File: src/rtl/prefetch_pkg.sv
// Shared types for the touch-only prefetch issue path: cache port structs,
// FSM states, the prediction record and the depth clamp helper.
package prefetch_pkg;

  localparam int unsigned DCACHE_INDEX_WIDTH = 12;
  localparam int unsigned DCACHE_TAG_WIDTH   = 44;
  localparam int unsigned PF_ADDR_W          = DCACHE_TAG_WIDTH + DCACHE_INDEX_WIDTH;
  localparam int unsigned PF_DEPTH_W         = 4;

  typedef enum logic [2:0] {
    IDLE    = 3'd0,
    REQ     = 3'd1,
    TAG     = 3'd2,
    WAIT    = 3'd3,
    ADVANCE = 3'd4,
    DONE    = 3'd5
  } pf_state_e;

  typedef struct packed {
    logic [DCACHE_INDEX_WIDTH-1:0] index;
    logic [DCACHE_TAG_WIDTH-1:0]   tag;
    logic [DCACHE_INDEX_WIDTH-1:0] step;
    logic [PF_DEPTH_W-1:0]         depth;
  } pf_pred_t;

  typedef struct packed {
    logic [DCACHE_INDEX_WIDTH-1:0] address_index;
    logic [DCACHE_TAG_WIDTH-1:0]   address_tag;
    logic [63:0]                   data_wdata;
    logic                          data_req;
    logic                          data_we;
    logic [7:0]                    data_be;
    logic [1:0]                    data_size;
    logic                          kill_req;
    logic                          tag_valid;
  } dcache_req_i_t;

  typedef struct packed {
    logic        data_gnt;
    logic        data_rvalid;
    logic [63:0] data_rdata;
  } dcache_req_o_t;

  typedef struct packed {
    logic [63:0] cached_region_base;
    logic [63:0] cached_region_len;
  } ariane_cfg_t;

  localparam ariane_cfg_t ArianeDefaultConfig = '{
    cached_region_base: 64'h0000_0000_8000_0000,
    cached_region_len:  64'h0000_0000_4000_0000
  };

  function automatic logic [PF_DEPTH_W-1:0] clamp_depth(
    input logic [PF_DEPTH_W-1:0] depth,
    input logic [PF_DEPTH_W-1:0] max_depth
  );
    return (depth > max_depth) ? max_depth : depth;
  endfunction

endpackage

File: src/rtl/prefetch_issue_unit_addr_gen.sv
// Stride address step: next = cur + sext(step), flagging a tag (4 KiB page) change.
module pf_addr_gen
  import prefetch_pkg::*;
(
  input  logic [PF_ADDR_W-1:0]          cur_i,
  input  logic [DCACHE_INDEX_WIDTH-1:0] step_i,
  input  logic [DCACHE_TAG_WIDTH-1:0]   ref_tag_i,
  output logic [PF_ADDR_W-1:0]          next_o,
  output logic                          page_cross_o
);

  logic [PF_ADDR_W-1:0] step_sext_s;

  assign step_sext_s  = {{(PF_ADDR_W - DCACHE_INDEX_WIDTH){step_i[DCACHE_INDEX_WIDTH-1]}}, step_i};
  assign next_o       = cur_i + step_sext_s;
  assign page_cross_o = (next_o[PF_ADDR_W-1 -: DCACHE_TAG_WIDTH] != ref_tag_i);

endmodule

File: src/rtl/prefetch_issue_unit.sv
// Issues up to depth touch-only dcache loads along a predicted stride, one at a
// time, yielding to the CPU on abort and never leaving the starting page.
module prefetch_issue_unit
  import prefetch_pkg::*;
#(
  parameter int unsigned PfMaxDepth = 8,
  parameter ariane_cfg_t ArianeCfg  = ArianeDefaultConfig
) (
  input  logic                          clk_i,
  input  logic                          rst_ni,
  input  logic                          start_i,
  input  logic [DCACHE_INDEX_WIDTH-1:0] base_index_i,
  input  logic [DCACHE_TAG_WIDTH-1:0]   base_tag_i,
  input  logic [DCACHE_INDEX_WIDTH-1:0] step_i,
  input  logic [PF_DEPTH_W-1:0]         depth_i,
  input  logic                          abort_i,
  output dcache_req_i_t                 pf_port_o,
  input  dcache_req_o_t                 pf_port_i,
  output logic                          busy_o,
  output logic                          done_o,
  output logic                          aborted_o,
  output logic [PF_DEPTH_W-1:0]         issued_o
);

  localparam logic [PF_DEPTH_W-1:0] MaxDepth = PF_DEPTH_W'(PfMaxDepth);
  localparam ariane_cfg_t unused_cfg = ArianeCfg;

  pf_state_e                     state_q, state_d;
  logic [PF_ADDR_W-1:0]          cur_q, cur_d;
  logic [DCACHE_INDEX_WIDTH-1:0] step_q, step_d;
  logic [DCACHE_TAG_WIDTH-1:0]   base_tag_q, base_tag_d;
  logic [PF_DEPTH_W-1:0]         remaining_q, remaining_d;
  logic [PF_DEPTH_W-1:0]         issued_q, issued_d;
  logic                          abort_pend_q, abort_pend_d;
  logic                          busy_q, busy_d;
  logic                          done_q, done_d;
  logic                          aborted_q, aborted_d;

  pf_pred_t                      pred_s;
  logic [PF_ADDR_W-1:0]          ag_cur_s, ag_next_s;
  logic [DCACHE_INDEX_WIDTH-1:0] ag_step_s;
  logic [DCACHE_TAG_WIDTH-1:0]   ag_tag_s;
  logic                          ag_cross_s;
  logic                          unused_rdata_s;

  assign pred_s = '{index: base_index_i, tag: base_tag_i, step: step_i, depth: depth_i};

  // In IDLE the generator computes the first address from the incoming prediction.
  assign ag_cur_s  = (state_q == IDLE) ? {pred_s.tag, pred_s.index} : cur_q;
  assign ag_step_s = (state_q == IDLE) ? pred_s.step : step_q;
  assign ag_tag_s  = (state_q == IDLE) ? pred_s.tag  : base_tag_q;

  pf_addr_gen u_addr_gen (
    .cur_i        (ag_cur_s),
    .step_i       (ag_step_s),
    .ref_tag_i    (ag_tag_s),
    .next_o       (ag_next_s),
    .page_cross_o (ag_cross_s)
  );

  assign unused_rdata_s = ^pf_port_i.data_rdata;

  // Next-state and bookkeeping for the issue sequence.
  always_comb begin
    state_d      = state_q;
    cur_d        = cur_q;
    step_d       = step_q;
    base_tag_d   = base_tag_q;
    remaining_d  = remaining_q;
    issued_d     = issued_q;
    abort_pend_d = abort_pend_q;
    aborted_d    = 1'b0;
    case (state_q)
      IDLE: begin
        if (start_i) begin
          cur_d        = ag_next_s;
          step_d       = pred_s.step;
          base_tag_d   = pred_s.tag;
          remaining_d  = clamp_depth(pred_s.depth, MaxDepth);
          issued_d     = {PF_DEPTH_W{1'b0}};
          abort_pend_d = 1'b0;
          if ((pred_s.step == {DCACHE_INDEX_WIDTH{1'b0}}) ||
              (pred_s.depth == {PF_DEPTH_W{1'b0}}) || ag_cross_s) begin
            state_d   = DONE;
            aborted_d = 1'b1;
          end else begin
            state_d = REQ;
          end
        end else begin
          state_d = IDLE;
        end
      end
      REQ: begin
        // A grant in the abort cycle has already committed the index phase.
        if (pf_port_i.data_gnt) begin
          state_d = TAG;
        end else if (abort_i) begin
          state_d   = DONE;
          aborted_d = 1'b1;
        end else begin
          state_d = REQ;
        end
      end
      TAG: begin
        if (abort_i) begin
          state_d   = DONE;
          aborted_d = 1'b1;
        end else if (pf_port_i.data_rvalid) begin
          state_d = ADVANCE;
        end else begin
          state_d = WAIT;
        end
      end
      WAIT: begin
        abort_pend_d = abort_pend_q | abort_i;
        if (pf_port_i.data_rvalid) begin
          state_d = ADVANCE;
        end else begin
          state_d = WAIT;
        end
      end
      ADVANCE: begin
        issued_d    = issued_q + 4'd1;
        remaining_d = remaining_q - 4'd1;
        if (remaining_q == 4'd1) begin
          state_d = DONE;
        end else if (abort_pend_q || abort_i || ag_cross_s) begin
          state_d   = DONE;
          aborted_d = 1'b1;
        end else begin
          cur_d   = ag_next_s;
          state_d = REQ;
        end
      end
      DONE: begin
        state_d = IDLE;
      end
      default: begin
        state_d = IDLE;
      end
    endcase
    busy_d = (state_d != IDLE);
    done_d = (state_d == DONE);
  end

  // Request port: index phase in REQ, tag phase (or kill) in TAG.
  always_comb begin
    pf_port_o = '0;
    if (state_q == REQ) begin
      pf_port_o.data_req      = ~(abort_i & ~pf_port_i.data_gnt);
      pf_port_o.address_index = cur_q[DCACHE_INDEX_WIDTH-1:0];
    end else if (state_q == TAG) begin
      pf_port_o.address_index = cur_q[DCACHE_INDEX_WIDTH-1:0];
      pf_port_o.address_tag   = cur_q[PF_ADDR_W-1 -: DCACHE_TAG_WIDTH];
      pf_port_o.tag_valid     = ~abort_i;
      pf_port_o.kill_req      = abort_i;
    end else begin
      pf_port_o.data_req = 1'b0;
    end
    if (busy_q) begin
      pf_port_o.data_be   = 8'hFF;
      pf_port_o.data_size = 2'b11;
    end else begin
      pf_port_o.data_be   = 8'h00;
      pf_port_o.data_size = 2'b00;
    end
  end

  // State and registered status flops.
  always_ff @(posedge clk_i or negedge rst_ni) begin
    if (!rst_ni) begin
      state_q      <= IDLE;
      cur_q        <= {PF_ADDR_W{1'b0}};
      step_q       <= {DCACHE_INDEX_WIDTH{1'b0}};
      base_tag_q   <= {DCACHE_TAG_WIDTH{1'b0}};
      remaining_q  <= {PF_DEPTH_W{1'b0}};
      issued_q     <= {PF_DEPTH_W{1'b0}};
      abort_pend_q <= 1'b0;
      busy_q       <= 1'b0;
      done_q       <= 1'b0;
      aborted_q    <= 1'b0;
    end else begin
      state_q      <= state_d;
      cur_q        <= cur_d;
      step_q       <= step_d;
      base_tag_q   <= base_tag_d;
      remaining_q  <= remaining_d;
      issued_q     <= issued_d;
      abort_pend_q <= abort_pend_d;
      busy_q       <= busy_d;
      done_q       <= done_d;
      aborted_q    <= aborted_d;
    end
  end

  assign busy_o    = busy_q;
  assign done_o    = done_q;
  assign aborted_o = aborted_q;
  assign issued_o  = issued_q;

endmodule

File: config.mk
export PLATFORM = sky130hd
export DESIGN_NAME = prefetch_issue_unit
export DESIGN_NICKNAME = d
export VERILOG_FILES = /design/src/rtl/prefetch_pkg.sv /design/src/rtl/prefetch_issue_unit_addr_gen.sv /design/src/rtl/prefetch_issue_unit.sv
export SDC_FILE = /design/constraint.sdc
export NUM_CORES = 1
export LEC_CHECK = 0
export ABC_CLOCK_PERIOD_IN_PS = 7700
export BUFFER_PORTS_ARGS = -buffer_cell sky130_fd_sc_hd__buf_4
export CORE_UTILIZATION = 35
export DETAILED_ROUTE_END_ITERATION = 10
export HOLD_SLACK_MARGIN = 0.15
export MAX_ROUTING_LAYER = met4
export PLACE_DENSITY = 0.61
export REMOVE_ABC_BUFFERS = 1
export SYNTH_ARGS = -nofsm -noshare
export SYNTH_HDL_FRONTEND = slang
export SYNTH_SLANG_ARGS = --single-unit
File: constraint.sdc
create_clock -name clk_i -period 7.7 [get_ports clk_i]
set_input_delay 0.385 -clock clk_i [delete_from_list [all_inputs] [get_ports clk_i]]
set_output_delay 0.385 -clock clk_i [all_outputs]
set_load 0.03 [all_outputs]
==> metrics.yaml <==
ctsLongestPathBuffers: 2
cts_made_buffers: 17
nNetsFinal: 2291
crit_fanout: 30
initial_core_util: 0.354
ant_nets: 0
insertion_delay_ns: 0.50
status: "finished, final reports clean"
cp-start-kind: "register"
setup_viol: 0
ios: 283
period_share: 0.926
route.detailed.wl_per_inst_um: 21.8
drt_iter0_markers: 1645
drc_errors: 0
syn2layout_area_growth_pct: 14.8
grt_pass1_vias: 14600
synthCells: 2029
worstSetupStartpoint: "state_q[1]"
reg2reg_depth: 20
ys_ff_latch: 127
fin_util: 0.406
avgSynthCellArea_um2: 7.50
root_buffer: "clkbuf_16"
worstPathArrival_ns: 7.52
num_vias: 15700
fin_crit_ns: 7.13
yosysWarnings: 0
grt_max_degree: 111
clk_pin_slew_ns: 0.07
rrSetupSlack_ns: 0.57
crit_path_end_kind: "register"
cts_sinks: 127
finalMaxSlewViolations: 0
numPortBuffers: 153
r2r-start: "state_q[1]"
syn_area_mm2: 0.0152
slew_headroom: 0.322
gr-usage-all-layers: 0.274
grt_setup_unrepaired: "false"
die_x_um: 210
drt-total-wl_um: 59100
drt-pass1-iter-count: 5
crit_type: "register to register"
via_per_inst: 5.80
hold_class: "primary input to register"
r2r-end: "cur_q[52]"
synth_edf_count: 0
maxCapViolations: 0
ys_types: 119
cts_max_level: 4
cp.required_ns: 8.08
cts-resized-gates: 0
core_mm2: 0.0430
num_rows: 76
grt.overflow.total: 0
synth.top_cells.by_area: "dfrtp_1 (21%), nand2_1 (10%), xnor2_1 (5.0%), buf_4 (3.9%), mux2i_1 (3.5%)"
gp_congestion: 0.989
grt_pass1_wl_um: 89900
drive_above_1_share: 0.162
synthArstFlopShare: 1.00
min_from: "base_tag_i[30]"
post_cts_buffers: 0
max_freq_mhz: 140
die_area_mm2: 0.0443
dp_hpwl_um: 43300
whs_ns: 0.179
ys.flop_type: "dfrtp_1"
antenna_cells: 0
yosys.area.top_type: "dfrtp_1"
synth_top_area_share: 0.209
fp.dieH_um: 210
crit_path_end: "cur_q[52]"
finalClockSkew_ns: 0.0149
antenna_found_initial: 0
ys_seq_area_frac: 0.209
cts_tree: "done"
worst_pin_slew_ns: 1.02
hold_viol_final: 0
-- layout make-up --
type	instances	area [um^2]
multi-input combinational	1693	10900
clock inverter	15	189
sequential	127	3180
timing repair buffer	238	1940
fill	4470	25500
clock buffer	17	425
inverter	39	146
tap	585	732
-- cells in the mapped netlist, types with 26 or more instances --
cell type and instances:
nand2_1 405, nor2_1 136, dfrtp_1 127, a21oi_1 102, clkbuf_1 97, xnor2_1 86, buf_4 80, o21ai_0 73
and2_1 70, nor3_1 54, mux2i_1 53, xor2_1 44, nand3_1 40, inv_1 38, ha_1 32, nor4_1 30
nand4_1 29, mux2_2 26, o211ai_1 26
-- cell families (layout without fill, tap and decap cells) --
| logic type | count (synthesis) | count (layout) | share of synthesized area |
|---|---|---|---|
| fa+ha+maj | 35 | 35 | 0.0290 |
| xor+xnor | 139 | 139 | 0.0877 |
| simple gates | 920 | 920 | 0.299 |
| mux | 90 | 90 | 0.0668 |
| flops | 127 | 127 | 0.209 |
| other cells | 1 | 65 | 0.000247 |
| buf+inv | 273 | 309 | 0.0956 |
| compound gates | 444 | 444 | 0.213 |
-- stage by stage --
step	setup WS (ns)	instance area, um^2	instances	TNS [ns]
2_1_floorplan	-3.19	14100	1859	-145.56
3_3_place_gp	0.882	16500	2644	0
3_5_place_dp	0.808	16500	2644	0
4_1_cts	0.766	17500	2714	0
5_1_grt	0.338	17500	2714	0
6_report	0.567	17500	2714	0
-- state kept, by name (all words and copies together) (netlist names) --
signal and cells:
cur_q 56, aborted_o 1, state_q 3, issued_o 4, busy_o 1, remaining_q 4, done_o 1, base_tag_q 44
step_q 12, abort_pend_q 1
-- worst min path at each step --
stage / cells after the start / endpoint / slack (ns)
2_1_floorplan: 0 / abort_pend_q / 0.09
3_3_place_gp: 2 / base_tag_q[16] / 0.45
3_5_place_dp: 2 / base_tag_q[12] / 0.46
4_1_cts: 3 / base_tag_q[30] / 0.15
5_1_grt: 3 / base_tag_q[17] / 0.17
6_report: 3 / base_tag_q[30] / 0.18
-- worst max-delay path, cell delays in order (launching register included) --
cell,delay (ns)
dfrtp_1,0.62
nor3_4,0.77
buf_12,0.28
nand2_1,0.07
nand2_1,0.08
ha_1,0.24
a21oi_1,0.31
o21ai_0,0.27
a221oi_1,0.50
o21ai_0,0.30
a31oi_1,0.69
o21ai_1,0.28
xnor2_1,0.19
a211oi_1,0.27
o211ai_1,0.34
nor4_2,0.59
nand3_2,0.14
or2_1,0.35
buf_4,0.23
o32a_1,0.35
o311a_1,0.12
-- cell usage in the layout, fill, tap and decap left out, drive strengths merged, types with 11 or more instances in the layout --
| cell | count |
|---|---|
| nand2 | 405 |
| buf | 200 |
| nor2 | 141 |
| dfrtp | 127 |
| a21oi | 107 |
| xnor2 | 88 |
| o21ai | 83 |
| and2 | 71 |
| conb | 65 |
| mux2i | 60 |
| nor3 | 56 |
| inv | 49 |
| xor2 | 45 |
| nand3 | 42 |
| dlygate4sd3 | 38 |
| ha | 32 |
| nor4 | 32 |
| nand4 | 30 |
| mux2 | 30 |
| o211ai | 29 |
| a21o | 17 |
| a211oi | 17 |
| clkbuf | 17 |
| or3 | 15 |
| or4 | 15 |
| o311ai | 15 |
| a31oi | 14 |
| o221ai | 13 |
| nor3b | 12 |
| o21a | 12 |
| a221oi | 12 |
| or2 | 12 |
| nand2b | 11 |
| nor2b | 11 |
| o22ai | 11 |
| nand3b | 11 |
| nor4b | 11 |
-- metal layers --
layer / vias up / routed length [um] / share of wire / track usage
li1: 7334 / - / - / -
met1: 7679 / 27700 / 0.47 / 0.380
met2: 642 / 26000 / 0.44 / 0.403
met3: 82 / 3580 / 0.061 / 0.0402
met4: 0 / 1840 / 0.031 / 0.100
met5: - / 0 / 0 / -
-- repair_timing --
item,in CTS,in global routing
hold buffers,38,0
endpoints found under the hold margin,118,0
setup endpoints to repair,0,0
Power is left out: the tool's default activity adds up to more than one toggle a clock period on the data nets, which glitch-free logic cannot reach.
